<file path="config.mk">
export PLATFORM = sky130hd
export DESIGN_NAME = instr_fetch
export DESIGN_NICKNAME = d
export VERILOG_FILES = /design/src/rtl/instr_fetch.sv
export SDC_FILE = /design/constraint.sdc
export NUM_CORES = 1
export LEC_CHECK = 0
export ABC_AREA = 1
export CAP_MARGIN = 30
export CORE_MARGIN = 2
export CORE_UTILIZATION = 40
export CTS_CLUSTER_DIAMETER = 40
export DETAILED_ROUTE_END_ITERATION = 10
export PLACE_DENSITY = 0.77
export SKIP_CTS_REPAIR_TIMING = 1
export SYNTH_ARGS = -nofsm -noshare
export SYNTH_HDL_FRONTEND = slang
export SYNTH_SLANG_ARGS = --single-unit
</file>
<file path="constraint.sdc">
create_clock -name clk -period 3.5 [get_ports clk]
set_clock_uncertainty 0.05 [all_clocks]
set_input_delay 0.525 -clock clk [delete_from_list [all_inputs] [get_ports clk]]
set_output_delay 0.525 -clock clk [all_outputs]
set_load 0.03 [all_outputs]
</file>
<file path="src/rtl/instr_fetch.sv">
// RV32I fetch stage: holds the PC, keeps one instruction-memory request in flight,
// and hands each returned word to decode over a valid/ready handshake.
module instr_fetch #(
  parameter logic [31:0] RESET_PC = 32'h0000_0000
) (
  input  logic        clk,
  input  logic        rst,
  output logic        imem_req_valid,
  input  logic        imem_req_ready,
  output logic [31:0] imem_addr,
  input  logic        imem_rsp_valid,
  input  logic [31:0] imem_rsp_data,
  input  logic        redirect_valid,
  input  logic [31:0] redirect_pc,
  output logic        instr_valid,
  input  logic        instr_ready,
  output logic [31:0] instr,
  output logic [31:0] instr_pc,
  output logic [6:0]  op_code,
  output logic [2:0]  func3,
  output logic [6:0]  func7
);

  localparam logic [31:0] NOP        = 32'h0000_0013;
  localparam logic [31:0] RESET_PC_W = {RESET_PC[31:2], 2'b00};

  typedef enum logic [1:0] {S_IDLE, S_REQ, S_WAIT, S_HOLD} state_t;

  state_t      state_q, state_d;
  logic [31:0] pc_q, pc_d;
  logic        drop_q, drop_d;
  logic        req_valid_q, req_valid_d;
  logic        instr_valid_q, instr_valid_d;
  logic [31:0] instr_q, instr_d;
  logic [31:0] instr_pc_q, instr_pc_d;
  logic [31:0] redirect_target;
  logic        unused_redirect_bits;

  assign redirect_target      = {redirect_pc[31:2], 2'b00};
  assign unused_redirect_bits = ^redirect_pc[1:0];

  // Redirect wins in every state; drop marks a response already owed by memory
  // that belongs to the old path and must be swallowed.
  always_comb begin
    state_d       = state_q;
    pc_d          = pc_q;
    drop_d        = drop_q;
    instr_valid_d = instr_valid_q;
    instr_d       = instr_q;
    instr_pc_d    = instr_pc_q;
    case (state_q)
      S_IDLE: begin
        state_d = S_REQ;
        if (redirect_valid) pc_d = redirect_target;
      end
      S_REQ: begin
        if (redirect_valid) pc_d = redirect_target;
        if (imem_req_ready) begin
          state_d = S_WAIT;
          drop_d  = redirect_valid;
        end
      end
      S_WAIT: begin
        if (redirect_valid) begin
          pc_d = redirect_target;
          if (imem_rsp_valid) begin
            state_d = S_REQ;
            drop_d  = 1'b0;
          end else begin
            drop_d = 1'b1;
          end
        end else if (imem_rsp_valid) begin
          if (drop_q) begin
            drop_d  = 1'b0;
            state_d = S_REQ;
          end else begin
            instr_d       = imem_rsp_data;
            instr_pc_d    = pc_q;
            instr_valid_d = 1'b1;
            state_d       = S_HOLD;
          end
        end
      end
      S_HOLD: begin
        if (redirect_valid) begin
          pc_d          = redirect_target;
          instr_valid_d = 1'b0;
          state_d       = S_REQ;
        end else if (instr_ready) begin
          pc_d          = pc_q + 32'd4;
          instr_valid_d = 1'b0;
          state_d       = S_REQ;
        end
      end
      default: state_d = S_IDLE;
    endcase
    req_valid_d = (state_d == S_REQ);
  end

  always_ff @(posedge clk) begin
    if (rst) begin
      state_q       <= S_IDLE;
      pc_q          <= RESET_PC_W;
      drop_q        <= 1'b0;
      req_valid_q   <= 1'b0;
      instr_valid_q <= 1'b0;
      instr_q       <= NOP;
      instr_pc_q    <= RESET_PC_W;
    end else begin
      state_q       <= state_d;
      pc_q          <= pc_d;
      drop_q        <= drop_d;
      req_valid_q   <= req_valid_d;
      instr_valid_q <= instr_valid_d;
      instr_q       <= instr_d;
      instr_pc_q    <= instr_pc_d;
    end
  end

  assign imem_req_valid = req_valid_q;
  assign imem_addr      = pc_q;
  assign instr_valid    = instr_valid_q;
  assign instr          = instr_q;
  assign instr_pc       = instr_pc_q;
  assign op_code        = instr_q[6:0];
  assign func3          = instr_q[14:12];
  assign func7          = instr_q[31:25];

endmodule

</file>
* After elaboration in Yosys (flattened, before gate mapping)
Cells that the tools add are included.
Widths: inputs -> output; s select.
** Storage, ports and cells
- Word-level logic and storage cells :: 52
- Flip-flop bits (word level) :: 101
- Input port bits :: 70
** Cells by class
- Equal/unequal tests :: 11
- Add/sub/neg operators :: 1
- Reductions and logical operators :: 8
- Bitwise gates (word level) :: 2
- Mux-type cells :: 23
** Operators by type and width (count)
- $mux 32 :: 3
- $pmux 32 s2 :: 1
- $add 32x3->32 const B :: 1
- $mux 2 :: 7
- $mux 1 :: 9
- $ne 2x2->1 const B :: 4
- $pmux 2 s4 :: 1
- $ne 3x3->1 const B :: 2
- $reduce_and 5->1 :: 1
- $eq 2x1->1 const B :: 2
- $eq 2x2->1 const B :: 2
- $pmux 1 s2 :: 2
- $reduce_and 4->1 :: 1
- $reduce_bool 2->1 :: 2
- $reduce_and 3->1 :: 1
- $reduce_or 3->1 :: 1
- $logic_not 2->1 :: 1
- $ne 2x1->1 const B :: 1
- $not 1->1 :: 2
- $reduce_and 2->1 :: 1

* Logic depth before layout (Yosys ltp)
- Word-level depth :: 5
- Mapped depth :: 11
- Gate-level depth less buffers :: 11

* Worst setup path after synthesis
OpenSTA, ideal clock, no wires.
- Path type :: register -> register
- Start point :: register pc_q[3] (netlist: imem_addr[3])
- End point :: register pc_q[20] (netlist: imem_addr[20])
- Path slack :: 1.779 ns
- Library setup time :: 0.119 ns
- Clock period less this slack :: 1.721 ns
- Arrival time :: 1.552 ns
- Cell stages (with the launch flop) :: 11
- Path through :: dfxtp_1 > ha_1 > nand2_1 > nor2_2 > nand2_2 > nor2_2 > nand2_1 > nor2_1 > nand3_1 > nand2_1 > a21oi_1
** Between the ends
- Cells in the longest elaborated chain, start to end :: 4
** Ends and longest elaborated chain
- start, declared :: line 30 : logic [31:0] pc_q, pc_d;
- start signal, assigned :: line 111 : pc_q <= pc_d;
- $add 32x3->32 :: line 90 : pc_d = pc_q + 32'd4;
- $mux 32 :: line 89 : end else if (instr_ready) begin
- $mux 32 :: line 85 : if (redirect_valid) begin
- $pmux 32 s2 :: line 51 : case (state_q)
Every way passes these cells. The select of a mux whose other input is x is not followed.
A chain may end at the register's enable or synchronous reset.

* Worst setup path after layout
- Start point :: input redirect_valid
- End point :: register instr_pc_q[27] (netlist: instr_pc[27])
** Between the ends
- Cells in the longest elaborated chain, start to end :: 2
** Ends and longest elaborated chain
- start, declared :: line 13 : input logic redirect_valid,
- $not 1->1 (no line)
- $reduce_and 4->1 (no line)
- end signal, assigned :: line 116 : instr_pc_q <= instr_pc_d;
- end, declared :: line 35 : logic [31:0] instr_pc_q, instr_pc_d;
Every way passes these cells.

==> summary.md <==
| Metric | Value |
|---|---|
| Synth area leaders | dfxtp_1 42%, nor2_1 13%, nand2_1 8.7%, o21ai_0 7.6%, a21oi_1 4.3% |
| Synth cell types | 37 |
| Overall routing resource usage | 0.226 |
| Hold Crit Depth | 2 |
| Sequential-to-total area share from yosys stat | 0.416 |
| Relative slew slack | 0.596 |
| Die W | 112 um |
| Main flop type after synthesis | dfxtp_1 |
| Largest area contributor in the netlist | dfxtp_1 |
| Clock sinks | 97 |
| R2R depth | 7 |
| Post-synth top cells | 158 x nor2_1, 108 x nand2_1, 97 x dfxtp_1, 71 x o21ai_0, 40 x a21oi_1 |
| Root Buffer | clkbuf_16 |
| EDFF count, synth | 0 |
| Placed Area | 0.00637 mm2 |
| Seq cells post-synth | 97 |
| H-tree depth | 3 |
| Vert. Die Dim | 112 um |
| Number of buffers and inverters on the critical path | 2 |
| Pre-CTS setup slack | 0.719 ns |
| Num CTS Buffers | 9 |
| Vias in the first global route | 4659 |
| Vias per inst | 4.98 |
| IO Port Bufs | 178 |
| Synth Area per Inst | 6.89 um2 |
| Critical path peak fanout | 80 |
| Total die area | 0.0125 mm2 |
| Top-count cell post-synth | nor2_1 |
| Global route total overflow | 0 |
| Final setup vio count | 0 |
| DR top layer | met4 |
| Critical Path Source Type | input pin |
| Maximum clock path buffer count | 2 |
| Via count | 4826 |
| P_leak | 2.36 nW |
| Critical-path cell list | clkdlybuf4s50_1 > nor2_1 > nand2_4 > clkinv_4 > o21ai_0 > a21oi_1 |
| Met2 Routed Length | 6560 um |
| Total Wirelength | 14200 um |
| Status | complete, no violations |
| Layout cells sized above 1 | 0.0678 |
| Gpl congestion | 0.901 |
| Avg WL per Cell | 14.7 um |
| Setup_tns | 0 ns |
| Min-delay worst type | reg2reg |
| CP max-delay cell | clkdlybuf4s50_1 |
| Starting density of the core | 0.409 |
| Data required time at the worst endpoint | 3.66 ns |
| Final worst path period need | 2.42 ns |
| Worst path max stage delay | 0.58 ns |
| Met1 WL | 6320 um |
| Crit path max-delay family | buffers and inverters |
| Max cap viols | 0 |
| DR pass1 iterations | 4 |
| Cell area after synthesis | 0.00467 mm2 |
| Drt drc | 0 |
| Worst-Skew Late Latency | 0.34 ns |
| Post-route cell area | 0.00666 mm2 |
| Flop2flop setup slack | 1.39 ns |
| Post-route ant nets | 0 |
| Power per cell area | 394 mW/mm2 |
| Final nets | 892 |
| Final Slew Violations | 0 |
| Worst-path clk slew | 0.07 ns |
| I/O pin count | 185 |
| Initial antenna violation count | 0 |
| Post-Synthesis Cells | 677 |
| Fmax | 413 MHz |
| Synth Warn # | 0 |
| CP Class | in2reg |
| Critical Path Stages | 6 |
| DP Wirelength | 10400 um |
| Asr flop ratio synth | 0 |
| Setup crit end kind | register |
| RSZ-0062 raised after global routing | false |
| Core area | 0.0114 mm2 |
| Arr. time, crit path | 2.58 ns |
| Max VDD drop | 219 uV |
| Final setup margin | 1.08 ns |
| P&R area growth vs syn | 42.8% |
| Std-Cell Rows | 39 |
| Largest net degree at the start of global routing | 81 |
| CTS tree | yes |
| Final hold violation count | 0 |
| Drt first-iter violations | 366 |
| Ant diodes | 0 |
| Synth top area share | 0.416 |
| Worst slew pin tran | 0.605 ns |
| # fillers | 1083 |
| First-pass GRT wire length | 23200 um |
| Met3 WL | 965 um |
| Tcrit/Tclk final | 0.691 |
## flip-flops by register name (all words and copies together) (netlist names)
signal	flops
instr	32
instr_pc	30
drop_q	1
imem_req_valid	1
imem_addr	30
state_q	2
instr_valid	1
## placed cells by master, fill, tap and decap left out, drive strengths merged
cell type      netlist  routed
nand3               36      36
a21oi               40      40
or2                  2       2
nand4                4       4
nand2              116     116
dfxtp               97      97
nor2               174     174
nor3                10      10
inv                 38      39
o22ai                2       2
nor4                 1       1
o21ai               82      82
buf                 40       6
a311oi               1       1
o211ai               2       2
clkinv               2       4
clkbuf              14      11
bufinv               0       1
a211oi               7       7
o221ai               3       3
clkinvlp             0       1
conb                 1       4
clkdlybuf4s50        0     178
and3                 1       1
a41oi                1       1
o21a                 2       2
ha                   1       1
## layout make-up
cell class,instances,area [um2],area share
Timing Repair Buffer,184,1840,0.276
Tap cell,143,179,0.0268
Clock inverter,5,63.8,0.00958
Clock buffer,11,233,0.0349
Inverter,40,156,0.0235
Multi-Input combinational cell,489,2250,0.338
Sequential cell,97,1940,0.291
## through the flow
step | util | instances | power [mW] | hold slack (ns)
6_report | 0.584 | 969 | 2.63 | 0.430
5_1_grt | 0.584 | 969 | 2.73 | 0.453
4_1_cts | 0.584 | 969 | 2.65 | 0.435
3_5_place_dp | 0.558 | 953 | 1.65 | 0.419
3_3_place_gp | 0.558 | 953 | 1.64 | 0.411
2_1_floorplan | - | 680 | 1.45 | 0.402
## power breakdown
part	leakage, nW	switching, mW	internal [mW]
combinational	1.43	0.234	0.190
clock	0.140	0.443	0.561
sequential	0.791	0.0527	1.15
total	2.36	0.730	1.90
## worst register-to-register path: stages (launching register included)
cell and delay [ns]:
dfxtp_1 0.42, nor2_2 0.08, inv_2 0.08, nor2_4 0.04, nand2_4 0.34, clkinv_4 0.51, o21ai_0 0.38, a21oi_1 0.07
## cells by family (layout without fill, tap and decap cells)
kind of cell	after synthesis	count (layout)	share of synthesized area
buffers and inverters	94	240	0.104
adders and majority gates	1	1	0.00268
other	1	4	0.000804
AOI/OAI and AO/OA	140	140	0.162
and+or+nand+nor	344	344	0.315
DFF	97	97	0.416
## final timing paths
path                                       startpoint                        end
worst min register to register  instr[9]$_SDFFE_PP0P_      instr[9]$_SDFFE_PP0P_
worst min-delay path            instr[9]$_SDFFE_PP0P_      instr[9]$_SDFFE_PP0P_
worst max-delay path                   redirect_valid  instr_pc[27]$_SDFFE_PP0P_
worst max register to register  state_q[0]$_SDFF_PP0_  instr_pc[27]$_SDFFE_PP0P_
## per-layer routing
metal / global-route usage / up-vias
met5: 0 / -
met4: 0.0967 / 0
met3: 0.0524 / 26
met2: 0.373 / 184
met1: 0.286 / 2148
li1: - / 2468
(Power assumes the default switching activity.)
